<file path="config.mk">
export PLATFORM = sky130hd
export DESIGN_NAME = fb_pixel_writer
export DESIGN_NICKNAME = d
export VERILOG_FILES = /design/src/rtl/dpa_pkg.sv /design/src/rtl/pix_avg4.sv /design/src/rtl/fb_pixel_writer.sv
export SDC_FILE = /design/constraint.sdc
export NUM_CORES = 1
export LEC_CHECK = 0
export ABC_CLOCK_PERIOD_IN_PS = 4150
export BUFFER_PORTS_ARGS = -buffer_cell sky130_fd_sc_hd__buf_2
export CORE_MARGIN = 4
export CORE_UTILIZATION = 53
export CTS_CLUSTER_SIZE = 12
export DETAILED_ROUTE_END_ITERATION = 16
export GPL_TIMING_DRIVEN = 1
export PLACE_DENSITY = 0.77
export SYNTH_ARGS = -nofsm -noshare
export SYNTH_HDL_FRONTEND = slang
export SYNTH_SLANG_ARGS = --single-unit
</file>
<file path="constraint.sdc">
create_clock -name clk -period 4.15 [get_ports clk]
set_clock_uncertainty 0.15 [all_clocks]
set_input_delay 0.6225 -clock clk [delete_from_list [all_inputs] [get_ports clk]]
set_output_delay 0.6225 -clock clk [all_outputs]
set_load 0.02 [all_outputs]
</file>
<file path="src/rtl/dpa_pkg.sv">
// Shared definitions for the framebuffer pixel writer.
//   - photo_size encodings (00 decodes as 256x256)
//   - framebuffer geometry (FB_DIM, FB_PIXELS)
//   - writer FSM state encodings
//   - fb_offset(): maps a write index to the 16-bit framebuffer offset {row,col}
package dpa_pkg;

  typedef enum logic [1:0] {
    SZ_DEFAULT = 2'b00,
    SZ_128     = 2'b01,
    SZ_256     = 2'b10,
    SZ_512     = 2'b11
  } photo_size_e;

  typedef enum logic [1:0] {
    ST_IDLE  = 2'b00,
    ST_ACCUM = 2'b01,
    ST_WRITE = 2'b10,
    ST_DONE  = 2'b11
  } state_e;

  localparam int unsigned FB_DIM    = 256;
  localparam int unsigned FB_PIXELS = FB_DIM * FB_DIM;

  // For 256x256 and 512x512 the writes come out in raster order, so the write
  // index is the offset. For 128x128 each source pixel s=(r,c) expands to four
  // writes idx = {s, dy, dx}, landing at row {r,dy}, col {c,dx}.
  function automatic logic [15:0] fb_offset(input photo_size_e size,
                                            input logic [15:0] idx);
    if (size == SZ_128) return {idx[15:9], idx[1], idx[8:2], idx[0]};
    else                return idx;
  endfunction

endpackage

</file>
<file path="src/rtl/pix_avg4.sv">
// Four-beat per-channel averager for 512x512 -> 256x256 downscaling.
// Each 8-bit channel is accumulated into a 10-bit sum. result_o is the divided
// sum including the beat currently presented on pix_i when add_i is high, so
// the caller can register the average on the same edge as the fourth beat.
// clear_i has priority over add_i for the stored accumulator.
// Build option: FB_AVG_ROUND_EN selects (sum+2)>>2 saturating at 255;
// otherwise the divide truncates (sum>>2).
// Ports:
//   clk, reset   clock, async active-high reset
//   clear_i      zero the accumulator on the next edge
//   add_i        accumulate pix_i on the next edge
//   pix_i[23:0]  RGB pixel, R in [23:16]
//   result_o     per-channel average of the accumulated (plus current) beats
module pix_avg4
  import dpa_pkg::*;
(
  input  logic        clk,
  input  logic        reset,
  input  logic        clear_i,
  input  logic        add_i,
  input  logic [23:0] pix_i,
  output logic [23:0] result_o
);

  logic [2:0][9:0] acc_q;
  logic [2:0][9:0] acc_d;
  logic [2:0][9:0] sum;
`ifdef FB_AVG_ROUND_EN
  logic [2:0][10:0] rnd;
`endif

  always_comb begin
    sum      = '0;
    acc_d    = '0;
    result_o = '0;
`ifdef FB_AVG_ROUND_EN
    rnd      = '0;
`endif
    for (int ch = 0; ch < 3; ch++) begin
      sum[ch]   = acc_q[ch] + (add_i ? {2'b00, pix_i[ch*8 +: 8]} : 10'd0);
      acc_d[ch] = clear_i ? 10'd0 : sum[ch];
`ifdef FB_AVG_ROUND_EN
      rnd[ch]   = {1'b0, sum[ch]} + 11'd2;
      result_o[ch*8 +: 8] = rnd[ch][10] ? 8'hFF : rnd[ch][9:2];
`else
      result_o[ch*8 +: 8] = sum[ch][9:2];
`endif
    end
  end

  always_ff @(posedge clk or posedge reset) begin
    if (reset) acc_q <= '0;
    else       acc_q <= acc_d;
  end

endmodule

</file>
<file path="src/rtl/fb_pixel_writer.sv">
// Framebuffer pixel writer: consumes an RGB pixel stream and writes a 256x256
// frame into image memory, scaling 128x128 sources up (pixel replication) and
// 512x512 sources down (2x2 averaging, see pix_avg4).
// Build option: FB_AVG_ROUND_EN enables round-half-up in the 2x2 average.
// FRAME_WRITES is the number of writes after which the frame completes; it
// defaults to the full frame and is only lowered for short simulations.
// Ports:
//   clk, reset          clock, async active-high reset
//   start               frame start pulse, sampled in IDLE only
//   photo_size[1:0]     01=128, 10=256, 11=512, 00=256; latched at start
//   fb_base[19:0]       framebuffer base address; latched at start
//   in_valid/in_ready   pixel stream handshake, in_data[23:0] RGB
//   im_a/im_d/im_wen_n  image-memory write port, write enable active low
//   busy                frame in progress
//   done                one-cycle pulse after the final write
module fb_pixel_writer
  import dpa_pkg::*;
#(
  parameter int unsigned FRAME_WRITES = FB_PIXELS
) (
  input  logic        clk,
  input  logic        reset,
  input  logic        start,
  input  logic [1:0]  photo_size,
  input  logic [19:0] fb_base,
  input  logic        in_valid,
  output logic        in_ready,
  input  logic [23:0] in_data,
  output logic [19:0] im_a,
  output logic [23:0] im_d,
  output logic        im_wen_n,
  output logic        busy,
  output logic        done
);

  localparam logic [15:0] LAST_IDX = 16'(FRAME_WRITES - 1);

  state_e      state_q;
  photo_size_e size_q;
  logic [19:0] base_q;
  logic [15:0] wr_idx_q;
  logic [1:0]  beat_q;
  logic        in_ready_q;
  logic        busy_q;
  logic        done_q;
  logic        wen_n_q;
  logic [19:0] im_a_q;
  logic [23:0] im_d_q;

  logic        beat_fire;
  logic        blk_last;
  logic        avg_add;
  logic        avg_clear;
  logic [23:0] avg_pix;
  logic [15:0] wr_idx_nxt;
  logic [19:0] addr_cur;
  logic [19:0] addr_nxt;

  assign beat_fire  = in_valid && in_ready_q;
  assign blk_last   = (beat_q == 2'd3);
  assign avg_add    = beat_fire && (size_q == SZ_512);
  // Clear at frame start and on the fourth beat (the average is taken from
  // the combinational sum on that same edge).
  assign avg_clear  = ((state_q == ST_IDLE) && start) || (avg_add && blk_last);
  assign wr_idx_nxt = wr_idx_q + 16'd1;
  // 20-bit add wraps modulo 2^20.
  assign addr_cur   = base_q + {4'b0000, fb_offset(size_q, wr_idx_q)};
  assign addr_nxt   = base_q + {4'b0000, fb_offset(size_q, wr_idx_nxt)};

  pix_avg4 u_avg (
    .clk      (clk),
    .reset    (reset),
    .clear_i  (avg_clear),
    .add_i    (avg_add),
    .pix_i    (in_data),
    .result_o (avg_pix)
  );

  always_ff @(posedge clk or posedge reset) begin
    if (reset) begin
      state_q    <= ST_IDLE;
      size_q     <= SZ_256;
      base_q     <= '0;
      wr_idx_q   <= '0;
      beat_q     <= '0;
      in_ready_q <= 1'b0;
      busy_q     <= 1'b0;
      done_q     <= 1'b0;
      wen_n_q    <= 1'b1;
      im_a_q     <= '0;
      im_d_q     <= '0;
    end else begin
      done_q <= 1'b0;
      case (state_q)
        ST_IDLE: begin
          if (start) begin
            size_q     <= (photo_size == SZ_DEFAULT) ? SZ_256 : photo_size_e'(photo_size);
            base_q     <= fb_base;
            wr_idx_q   <= '0;
            beat_q     <= '0;
            in_ready_q <= 1'b1;
            busy_q     <= 1'b1;
            state_q    <= ST_ACCUM;
          end
        end
        ST_ACCUM: begin
          if (beat_fire) begin
            if ((size_q == SZ_512) && !blk_last) begin
              beat_q <= beat_q + 2'd1;
            end else begin
              beat_q     <= '0;
              im_d_q     <= (size_q == SZ_512) ? avg_pix : in_data;
              im_a_q     <= addr_cur;
              wen_n_q    <= 1'b0;
              in_ready_q <= 1'b0;
              state_q    <= ST_WRITE;
            end
          end
        end
        ST_WRITE: begin
          wr_idx_q <= wr_idx_nxt;
          // 128x128 replicates each pixel into four back-to-back writes.
          if ((size_q == SZ_128) && (wr_idx_q[1:0] != 2'b11)) begin
            im_a_q <= addr_nxt;
          end else begin
            wen_n_q <= 1'b1;
            if (wr_idx_q == LAST_IDX) begin
              done_q  <= 1'b1;
              busy_q  <= 1'b0;
              state_q <= ST_DONE;
            end else begin
              in_ready_q <= 1'b1;
              state_q    <= ST_ACCUM;
            end
          end
        end
        ST_DONE: state_q <= ST_IDLE;
        default: state_q <= ST_IDLE;
      endcase
    end
  end

  assign in_ready = in_ready_q;
  assign busy     = busy_q;
  assign done     = done_q;
  assign im_wen_n = wen_n_q;
  assign im_a     = im_a_q;
  assign im_d     = im_d_q;

endmodule

</file>
==> results_dict.tcl <==
set metrics [dict create \
    run_status "finished, final reports clean" \
    rsz0062_at_grt "no" \
    netsw_uw 2180 \
    routabilityCongestion 0.902 \
    max_cap_viol_count 0 \
    tritoncts "yes" \
    power.share.combinational_pct 39.9 \
    numPlacedInstances 1013 \
    syn-instance-count 764 \
    min_path_cells 2 \
    post-route-min-period_ps 3690 \
    critical_path_depth 15 \
    drt-wirelength-per-cell_um 15.6 \
    via_per_inst 5.56 \
    all_layer_gr_usage_pct 22.3 \
    multi_input_comb_area_um2 3880 \
    finalNetCount 953 \
    power.internal_uw 3500 \
    top_cell_type_by_total_area_after_synthesis "dfrtp_1" \
    finalMaxSlewViolations 0 \
    remaining_drc_errors 0 \
    grt_remaining_overflow 0 \
    die_area_um2 15400 \
    drive_above_1_share_pct 21.9 \
    crit_path_top_delay_cell "dfrtp_1" \
    reg2reg_depth 15 \
    n_antenna_cell 0 \
    tritoncts_buffers 17 \
    worst_ep_required_time_ps 4300 \
    numPortBuffers 97 \
    number_of_global_route_vias_before_repair 5497 \
    seq_power_share_pct 33.3 \
    max-slew-margin-rel_pct 31.1 \
    post-synth-top-area-fraction_pct 41.4 \
    postRouteAntennaNets 0 \
    cpLargestDelayFamily "simple AND/OR/NAND/NOR gates" \
    setup-tns-final_ps 0 \
    cts_hold_buffers 0 \
    nFillCells 1105 \
    yosys_most_used_dff "dfrtp_1" \
    synth_edf_count 0 \
    pin_count 98 \
    final_cell_count_no_fill 1045 \
    max_stage_delay_ps 440 \
    power.ir.vdd_worst_mv 0.518 \
    synthArstFlopShare_pct 100 \
    yosys_warnings 0 \
    finalWirelength_um 16300 \
    clock-sinks 120 \
    total_leakage_power_uw 0.00408 \
    post-cts-setup-buffers 0 \
    via_count 5809 \
    clock_pin_slew_of_the_registers_on_the_worst_case_setup_and_hold_paths_ps 50 \
    synth_area_leaders "dfrtp_1 41%, ha_1 7.5%, o21ai_0 5.1%, mux2_2 4.6%, a21oi_1 3.7%" \
    crit_arrival_ps 3850 \
    endpoint_kind "register" \
    synth.ff_latch_count 120 \
    synth_top_cells_by_count "118 x dfrtp_1, 73 x o21ai_0, 70 x nor2_1, 64 x nand2_1, 53 x a21oi_1" \
    worstPathMaxFanout 7 \
    core.rowCount 42 \
    hp-class "input port to register" \
    antenna_found_initial 0 \
    cts-resized-gates 0 \
    htree_num_levels 4 \
    worstPathCellList "ha_1, nand3_1, nor2_1, nand2_1, xnor2_1, nand2_1, o21ai_0, ha_1, nand3_1, or2_1, or3_4, a31oi_1, nor2_1, xnor2_1, mux2_2" \
    clkLatencyLatePin_ps 420 \
    mean_post_synth_cell_area_um2 9.34 \
    first_pass_grt_wire_length_um 26700 \
    die_y_extent_um 124 \
    synth_seq_area_share_pct 42.1 \
    critical_path_buf_inv_count 0 \
    floorplan.initialDensity_pct 54.1 \
    synth_fp_nets 861 \
    dieWidth_um 124 \
    final-hold-violation-count 0 \
    grt_max_degree 80 \
    tightestPinTransition_ps 1030 \
    yosysMostFrequentCell "dfrtp_1" \
    syn-cell-area_um2 7140 \
    report.final.setup_viol 0 \
    worst_setup_path_start_kind "register" \
    detailed_place_hpwl_um 11800 \
    flow.area_growth_from_synthesis_pct 17.6 \
    swShare_pct 38.3 \
    drt-initial-drc-count 440 \
    clockPowerShare_pct 26.9 \
    fmax_mhz 271 \
    detail_route.first_pass.iterations 5 \
    design.core.area_um2 13200 \
    largest_buffer_count_on_any_clock_path 2 \
    layout_worst_path_cycle_share_pct 89.0 \
    ff_latch_area_um2 3010 \
    path_class "register to register" \
    root_buffer "clkbuf_16" \
    power.density_cell_area_nw_per_um2 677 \
    synth.lib_cells_used.distinct 56 \
]
[layer usage]
| metal | global-route usage (%) | vias to the layer above | share of wire [%] |
|---|---|---|---|
| met5 | 0 | - | 0 |
| met4 | 6.09 | 0 | 0.97 |
| met3 | 5.00 | 15 | 5.7 |
| met2 | 34.7 | 161 | 47 |
| met1 | 31.4 | 2773 | 46 |
| li1 | - | 2860 | - |
[worst reg2reg max path: stages, from the launching register on]
cell	delay, ps
dfrtp_1	440
ha_1	310
nand3_1	160
nor2_1	300
nand2_1	150
xnor2_1	150
nand2_1	70
o21ai_0	100
ha_1	390
nand3_1	110
or2_1	250
or3_4	360
a31oi_1	180
nor2_1	70
xnor2_1	120
mux2_2	260
[metrics by stage]
step	worst slack, ps	utilization, %	hold slack [ps]	area, um2	total power, uW
final	458	63.6	215	8390	5680
after global routing	127	63.6	228	8390	6070
after CTS	485	63.6	203	8390	5710
after detailed placement	504	59.0	316	7780	4160
after global placement	557	59.0	306	7780	4100
after floorplan	195	-	327	7140	3520
[power groups by stage]
| stage | Combinational (uW) | Clock, uW | Sequential [uW] |
|---|---|---|---|
| after floorplan | 1460 | 0 | 2060 |
| final | 2260 | 1530 | 1890 |
| after detailed placement | 2260 | 0 | 1900 |
| after CTS | 2280 | 1550 | 1890 |
| after global routing | 2540 | 1600 | 1940 |
| after global placement | 2210 | 0 | 1890 |
[cell usage in the layout (no fill, tap or decap), drive strengths merged, types with 5 or more instances in the layout]
master	instances
a211oi	5
nor3	7
inv	25
nand2b	9
nand3	22
buf	109
mux2	29
a21oi	56
and2	29
o211ai	10
xnor2	26
dfrtp	118
mux2i	7
a31oi	9
a21o	12
clkbuf	21
nor2	71
o21ai	80
xor2	27
or2	6
nand2	65
o21a	9
nor2b	7
o21bai	7
and3	16
ha	43
[registers in the layout, summed over array words and instances, names as in the netlist]
| register | count |
|---|---|
| size_q | 2 |
| base_q | 20 |
| done | 1 |
| im_d | 24 |
| im_a | 20 |
| in_ready | 1 |
| beat_q | 2 |
| wr_idx_q | 16 |
| busy | 1 |
| state_q | 2 |
| im_wen_n | 1 |
| u_avg.acc_q | 30 |
[final cells by class]
class                   instances  share of cell area, %
multi-input cells             584                   46.3
flip-flops and latches        120                   35.8
repair buffers                109                   6.86
clock buffers                  21                   5.60
well taps                     176                   2.62
clock inverters                11                   1.73
inverters                      24                   1.10
[final timing paths]
check,start,endpoint,slack [ps]
max in group asynchronous,reset,base_q[5],2650
worst min register to register,im_d[19],im_d[19],330
worst min-delay path,photo_size[0],size_q[1],210
min in group asynchronous,reset,im_a[17],270
worst max register to register,wr_idx_q[0],im_a[13],460
worst max-delay path,wr_idx_q[0],im_a[13],460
[kinds of logic after synthesis]
kind of cell / after synthesis / synth area share, %
buffers and inverters: 60 / 3.47
AOI/OAI and AO/OA: 206 / 17.5
adders and majority gates: 47 / 8.66
and+or+nand+nor: 242 / 16.2
DFF: 120 / 42.1
muxes: 36 / 5.56
xor gates and xnor gates: 53 / 6.51
(Power assumes the default switching activity.)
